$ cat src/rtl/tlc_pkg.sv
// Shared constants for the traffic-light controller slice: lamp status
// encoding and default blink half-periods.
package tlc_pkg;

  localparam logic [1:0] ST_OFF   = 2'b00;
  localparam logic [1:0] ST_ON    = 2'b01;
  localparam logic [1:0] ST_BLINK = 2'b10;
  localparam logic [1:0] ST_FAULT = 2'b11;

  localparam int unsigned HALF_PERIOD_SIM   = 500;
  localparam int unsigned HALF_PERIOD_BOARD = 50_000_000;

endpackage

$ cat src/rtl/sync_2ff.sv
// Two-flop synchronizer for asynchronous single-bit inputs (lamp feedback,
// push buttons). Synchronous active-high reset clears both stages.
module sync_2ff (
  input  logic clk,
  input  logic reset,
  input  logic d,
  output logic q
);

  logic meta;

  // NOTE: non-blocking assignments make meta and q a true two-stage shift;
  // blocking ones would collapse the chain into a single flop.
  always_ff @(posedge clk) begin
    if (reset) begin
      meta <= 1'b0;
      q    <= 1'b0;
    end else begin
      meta <= d;
      q    <= meta;
    end
  end

endmodule

$ cat src/rtl/blink_monitor.sv
// Lamp blink monitor: measures each high/low level length of the lamp signal
// and classifies it as steady OFF, steady ON, BLINK, or RATE_FAULT.
module blink_monitor
  import tlc_pkg::*;
#(
  parameter int unsigned HALF_PERIOD = HALF_PERIOD_SIM,
  parameter int unsigned TOL         = 50,
  parameter int unsigned STUCK_TICKS = 1500,
  parameter int unsigned CNT_W       = 26
) (
  input  logic             clk,
  input  logic             reset,
  input  logic             sig_in,
  output logic [1:0]       status,
  output logic [CNT_W-1:0] half_period,
  output logic             meas_valid
);

  localparam logic [CNT_W-1:0] HP_C    = CNT_W'(HALF_PERIOD);
  localparam logic [CNT_W-1:0] TOL_C   = CNT_W'(TOL);
  localparam logic [CNT_W-1:0] STUCK_C = CNT_W'(STUCK_TICKS);

  logic             sync;
  logic             level_prev;
  logic [CNT_W-1:0] run_cnt;
  logic             first_seg;
  logic [1:0]       good_cnt;

  logic             lvl_edge;
  logic             stuck_hit;
  logic [CNT_W-1:0] meas;
  logic [CNT_W-1:0] dev;
  logic             in_tol;
  logic [1:0]       good_inc;

  sync_2ff u_sync (
    .clk   (clk),
    .reset (reset),
    .d     (sig_in),
    .q     (sync)
  );

  // NOTE: every output of this block is assigned a default first so no
  // path leaves a value unassigned and no latch is inferred.
  always_comb begin
    lvl_edge  = 1'b0;
    stuck_hit = 1'b0;
    meas      = '0;
    dev       = '0;
    in_tol    = 1'b0;
    good_inc  = 2'd0;

    lvl_edge  = (sync != level_prev);
    // An edge in the same cycle as the threshold wins over stuck detection.
    stuck_hit = !lvl_edge && (run_cnt == STUCK_C - CNT_W'(1));
    meas      = run_cnt + CNT_W'(1);
    dev       = (meas >= HP_C) ? (meas - HP_C) : (HP_C - meas);
    in_tol    = (dev <= TOL_C);
    good_inc  = (good_cnt == 2'd2) ? 2'd2 : good_cnt + 2'd1;
  end

  always_ff @(posedge clk) begin
    if (reset) begin
      level_prev  <= 1'b0;
      run_cnt     <= '0;
      first_seg   <= 1'b1;
      good_cnt    <= 2'd0;
      status      <= ST_OFF;
      half_period <= '0;
      meas_valid  <= 1'b0;
    end else begin
      level_prev <= sync;
      meas_valid <= 1'b0;

      if (lvl_edge) begin
        run_cnt <= '0;
        if (first_seg) begin
          // Partial segment after reset or stuck: length is meaningless.
          first_seg <= 1'b0;
        end else begin
          half_period <= meas;
          meas_valid  <= 1'b1;
          if (!in_tol) begin
            status   <= ST_FAULT;
            good_cnt <= 2'd0;
          end else begin
            good_cnt <= good_inc;
            if (good_inc == 2'd2) status <= ST_BLINK;
          end
        end
      end else begin
        if (run_cnt < STUCK_C) run_cnt <= run_cnt + CNT_W'(1);
        if (stuck_hit) begin
          status    <= sync ? ST_ON : ST_OFF;
          first_seg <= 1'b1;
          good_cnt  <= 2'd0;
        end
      end
    end
  end

endmodule

$ cat config.mk
export PLATFORM = sky130hd
export DESIGN_NAME = blink_monitor
export DESIGN_NICKNAME = d
export VERILOG_FILES = /design/src/rtl/tlc_pkg.sv /design/src/rtl/sync_2ff.sv /design/src/rtl/blink_monitor.sv
export SDC_FILE = /design/constraint.sdc
export NUM_CORES = 1
export LEC_CHECK = 0
export CORE_ASPECT_RATIO = 1.25
export CORE_MARGIN = 4
export CORE_UTILIZATION = 59
export CTS_BUF_LIST = sky130_fd_sc_hd__clkbuf_4 sky130_fd_sc_hd__clkbuf_8 sky130_fd_sc_hd__clkbuf_16
export DETAILED_ROUTE_END_ITERATION = 8
export GPL_TIMING_DRIVEN = 0
export HOLD_SLACK_MARGIN = 0.08
export PLACE_DENSITY = 0.88
export REMOVE_ABC_BUFFERS = 1
export SKIP_CTS_REPAIR_TIMING = 1
export SYNTH_ARGS = -nofsm -noshare
export SYNTH_HDL_FRONTEND = slang
export SYNTH_SLANG_ARGS = --single-unit
$ cat constraint.sdc
create_clock -name clk -period 4.6 [get_ports clk]
set_clock_uncertainty 0.1 [all_clocks]
set_input_delay 1.15 -clock clk [delete_from_list [all_inputs] [get_ports clk]]
set_output_delay 1.15 -clock clk [all_outputs]
set_load 0.005 [all_outputs]
# After elaboration in Yosys (flattened, before gate mapping)
# Index checks and enable logic that the tools add are counted.
[classes]
eq_ne = 6
order_cmp = 3
n_reduce_logical = 8
muxes = 15
add_sub_neg = 4
bitwise_logic = 2
[ops]
columns = ["op", "n"]
rows = [
  ["$add 26x1->26 const B", 1],
  ["$eq 26x11->1 const B", 1],
  ["$ge 26x9->1 const B", 1],
  ["$le 26x6->1 const B", 1],
  ["$lt 26x11->1 const B", 1],
  ["$mux 26", 1],
  ["$sub 26x9->26 const B", 1],
  ["$sub 9x26->26 const A", 1],
  ["$mux 2", 10],
  ["$eq 2x2->1 const B", 2],
  ["$mux 1", 4],
  ["$reduce_and 2->1", 2],
  ["$reduce_or 2->1", 2],
  ["$ne 3x2->1 const B", 1],
  ["$reduce_and 3->1", 1],
  ["$add 2x1->2 const B", 1],
  ["$ne 2x2->1 const B", 1],
  ["$not 1->1", 2],
  ["$reduce_bool 2->1", 1],
  ["$logic_and 1x1->1", 1],
  ["$logic_not 1->1", 1],
  ["$ne 1x1->1", 1],
]
[word_totals]
register_bits = 61
inputBits = 3

# Longest topological paths before layout
[logic_depth]
depth_word = 7
mapped_depth = 16
mapped_depth_nobuf = 13

# Hierarchy
# From an unflattened synthesis, not the netlist that was laid out.
[unflattened]
hier_cells = 489
area_unflattened_um2 = 3961.3
[modules_own_cells]
columns = ["module", "cells_per_inst", "area_per_inst_um2", "instances"]
rows = [
  ["blink_monitor", 485, 3908.7, 1],
  ["sync_2ff", 4, 52.6, 1],
]

# Worst setup path before layout
# OpenSTA, ideal clock, no wires.
[synth_path]
path_kind = "reg-to-reg"
startpoint = "register run_cnt[0]"
endpoint = "register good_cnt[0]"
slack_ns = 0.374
required_time_ns = 4.430
setup_time_ns = 0.070
period_less_slack_ns = 4.226
stages_incl_launch_ff = 16
arrival_time_ns = 4.056
path_buffers = 4
path_cell_list = "dfxtp_1 > ha_1 > clkbuf_1 > buf_1 > xnor2_1 > ha_1 > nor4_1 > or4_1 > buf_2 > or3_1 > buf_6 > o31ai_2 > o32a_1 > o2111ai_2 > or4_1 > a21oi_1"
[synth_via]
elab_chain_cells = 7
[synth_lines]
columns = ["item", "line", "rtl"]
rows = [
  ["start: declaration", "blink_monitor.sv:25", "logic [CNT_W-1:0] run_cnt;"],
  ["start signal: assignment", "blink_monitor.sv:92", "if (run_cnt < STUCK_C) run_cnt <= run_cnt + CNT_W'(1);"],
  ["$add 26x1->26", "blink_monitor.sv:56", "meas = run_cnt + CNT_W'(1);"],
  ["$sub 9x26->26, or another cell as far along", "blink_monitor.sv:57", "dev = (meas >= HP_C) ? (meas - HP_C) : (HP_C - meas);"],
  ["$mux 26", "blink_monitor.sv:57", ""],
  ["$le 26x6->1", "blink_monitor.sv:58", "in_tol = (dev <= TOL_C);"],
  ["$mux 2", "blink_monitor.sv:83", "if (!in_tol) begin"],
  ["$mux 2", "blink_monitor.sv:77", "if (first_seg) begin"],
  ["$mux 2", "blink_monitor.sv:75", "if (lvl_edge) begin"],
  ["end signal: assignment", "blink_monitor.sv:87", "good_cnt <= good_inc;"],
  ["end: declaration", "blink_monitor.sv:27", "logic [1:0] good_cnt;"],
]
# Parallel ways exist; a longest one is shown, timed or not. The select of a mux whose other input is x is not followed.
# A chain may end at the register's enable or synchronous reset.

# Worst setup path after layout
[layout_path]
startpoint = "register run_cnt[3]"
endpoint = "register good_cnt[1]"
# Same word-level chain as after synthesis.

==> flow_summary.ini <==
[power_and_ir_drop]
combPwrFrac_pct = 7.3
p_int_mw = 0.951
p_leak_nw = 1.51
p_total_mw = 1.24
p_switching_mw = 0.285
pwr-share-seq_pct = 44.8
power.share.switching_pct = 23.1
ir_drop_v = 0.000142
pwr_density_cell_nw_per_um2 = 268
clkPwrFrac_pct = 48.0

[yosys]
synthTopCellsByArea = dfxtp_1 (30%), xnor2_1 (6.6%), a211oi_1 (6.0%), nor2_1 (5.4%), xor2_1 (4.2%)
ys_seq_area_share_pct = 30.5
ys_warn_count = 0
synth_cell_types = 68
syn_inst = 502
yosysTopAreaCell = dfxtp_1
synth_simple_gate_area_share_pct = 30.6
synthAdderAreaFrac_pct = 1.87
post-synth-top-count-cell = dfxtp_1
yosysTopAreaCellShare_pct = 30.5
synthFlopType = dfxtp_1
syn_area_sq_um = 4010
avgSynthCellArea_sq_um = 7.98
synth_xor_area_share_pct = 11.5
synth_commonest_cells = dfxtp_1 (61), nor2_1 (58), nand2_1 (37), a211oi_1 (32), xnor2_1 (30)
muxShareOfSynthArea_pct = 1.28
synth_edf_count = 0
async_flop_share_pct = 0
synth_top_family_by_area = simple AND/OR/NAND/NOR gates
ys_ff_latch = 61
synth_compound_area_share_pct = 18.6

[cts]
htree_levels = 3
clk_pin_slew_ns = 0.07
cts_tree = yes
clockBufferDepth = 2
cts_root_buffer = clkbuf_8
insertion_delay_ns = 0.36
cts_sinks = 61
cts_made_buffers = 9

[global_routing]
grt_pass1_wl_um = 17300
grtUsageTotal_pct = 26.6
grt_max_degree = 54
grt-ovfl-total = 0
antenna_found_initial = 0
grt_pass1_vias = 3609

[cells_and_area]
antenna_cells = 0
final_core_util_pct = 70.3
seqCellArea_sq_um = 1230
drive_above_1_share_pct = 11.1
multiInputGateArea_sq_um = 2630
syn_to_final_growth_pct = 15.1
fillers = 486
final_net_count = 519

[sta]
fin_hold_ws_ns = 0.362
hold_violations = 0
setup_viol = 0
fin_crit_sh_pct = 96.6
drv_slew = 0
setup_tns_ns = 0
worst_slack_ns = 0.155
layout_min_cycle_time_ns = 4.44
max_freq_ghz = 0.225
slew_headroom_pct = 15.9
worst_pin_slew_ns = 1.26

[worst_hold_path]
hold_path.class = flop to flop

[die]
die_h_um = 100
die_x_um = 81.7
core.rowCount = 33
dieArea_sq_um = 8180
start_util_pct = 61.0
core-area_sq_um = 6570
ioPinCount = 32

[routing]
firstDrtPassIters = 5
initialDrtViolationCount = 383
drc = 0
via_per_inst = 6.56
ant_nets = 0
route.detailed.wl_per_inst_um = 17.9
wl_um = 10800
vias = 3949

[worst_setup_path]
crit_arrival_ns = 4.61
criticalPathCategory = flop to flop
cp.required_ns = 4.77
end_kind = flop
path_max_fanout = 17
worstSetupStartpointType = flop

[place]
port_buffers = 31
gp_congestion = 1.02
place_ws_ns = -1.12
dp_hpwl_um = 7440

[status]
run_status = complete, no violations

[run]
timing.max_cap.violations = 0
==> metrics by stage <==
stage / std cells / cell area, sq um
6_report: 602 / 4610
5_1_grt: 602 / 4610
4_1_cts: 599 / 4520
3_5_place_dp: 583 / 4270
3_3_place_gp: 582 / 4250
2_1_floorplan: 464 / 3830
==> power by group through the flow <==
| stage | clock network [mW] | logic, mW | registers [mW] |
|---|---|---|---|
| after floorplan | 0 | 0.0530 | 0.560 |
| after global placement | 0 | 0.0835 | 0.562 |
| after detailed placement | 0 | 0.0863 | 0.563 |
| after CTS | 0.596 | 0.0874 | 0.552 |
| after global routing | 0.623 | 0.0995 | 0.554 |
| final | 0.593 | 0.0898 | 0.553 |
==> worst max-delay path, stage by stage, from the launching register on <==
cell	delay (ns)
dfxtp_2	0.56
nand3_2	0.28
nor4_4	0.68
a31oi_2	0.29
or4_4	0.66
or3_4	0.49
a211oi_2	0.24
xor2_1	0.16
o21ai_1	0.16
or4_1	0.56
a21oi_1	0.17
==> sequential cells by signal, summed over array words and instances (netlist names) <==
name and cells:
first_seg 1, u_sync.meta 1, meas_valid 1, run_cnt 26
good_cnt 2, level_prev 1, status 2, u_sync.q 1
half_period 26
==> final cells by class <==
class	count	area share, %
Inverter	12	0.976
Clock inverter	6	2.39
Clock buffer	10	2.98
Multi-Input combinational cell	391	57.0
Tap cell	87	2.36
Sequential cell	61	26.7
Timing Repair Buffer	35	7.65
==> cells by family (layout without fill, tap and decap cells) <==
kind of cell	after synthesis	after routing
AO/OA/AOI/OAI	101	101
XOR/XNOR	51	51
adder cells (fa/ha/maj)	6	6
buffers and inverters	50	63
flip-flops	61	61
multiplexers	5	5
AND/OR/NAND/NOR	228	228
==> worst paths after layout <==
kind                                              start  cells after the start                  endpoint  slack (ns)
worst max-delay path            run_cnt[3]$_SDFFE_PP0N_                     10  good_cnt[1]$_SDFFE_PP0P_        0.16
worst min-delay path             u_sync.meta$_SDFF_PP0_                      1       u_sync.q$_SDFF_PP0_        0.36
worst max register to register  run_cnt[3]$_SDFFE_PP0N_                     10  good_cnt[1]$_SDFFE_PP0P_        0.16
worst min register to register   u_sync.meta$_SDFF_PP0_                      1       u_sync.q$_SDFF_PP0_        0.36
==> routing by layer <==
metal	share of wire [%]	track usage (%)
met2	50	43.8
met5	0.21	0
met1	38	32.9
met3	7.9	3.68
met4	3.8	14.7
==> cell usage in the layout (no fill, tap or decap), drive strengths merged, types with 8 or more instances in the layout <==
master         synthesis  routed
xnor2                 32      32
nor3                  26      26
and2                  17      17
dfxtp                 61      61
nor2                  58      58
xor2                  19      19
nand3                 17      17
a31oi                  8       8
nand2                 39      39
nor4                  12      12
a21oi                 16      16
a211oi                34      34
clkdlybuf4s50          0      31
clkbuf                23      10
nand4                 14      14
o21ai                 11      11
or4                    8       8
inv                   12      12
No activity file was read; power rests on OpenSTA's default activity.
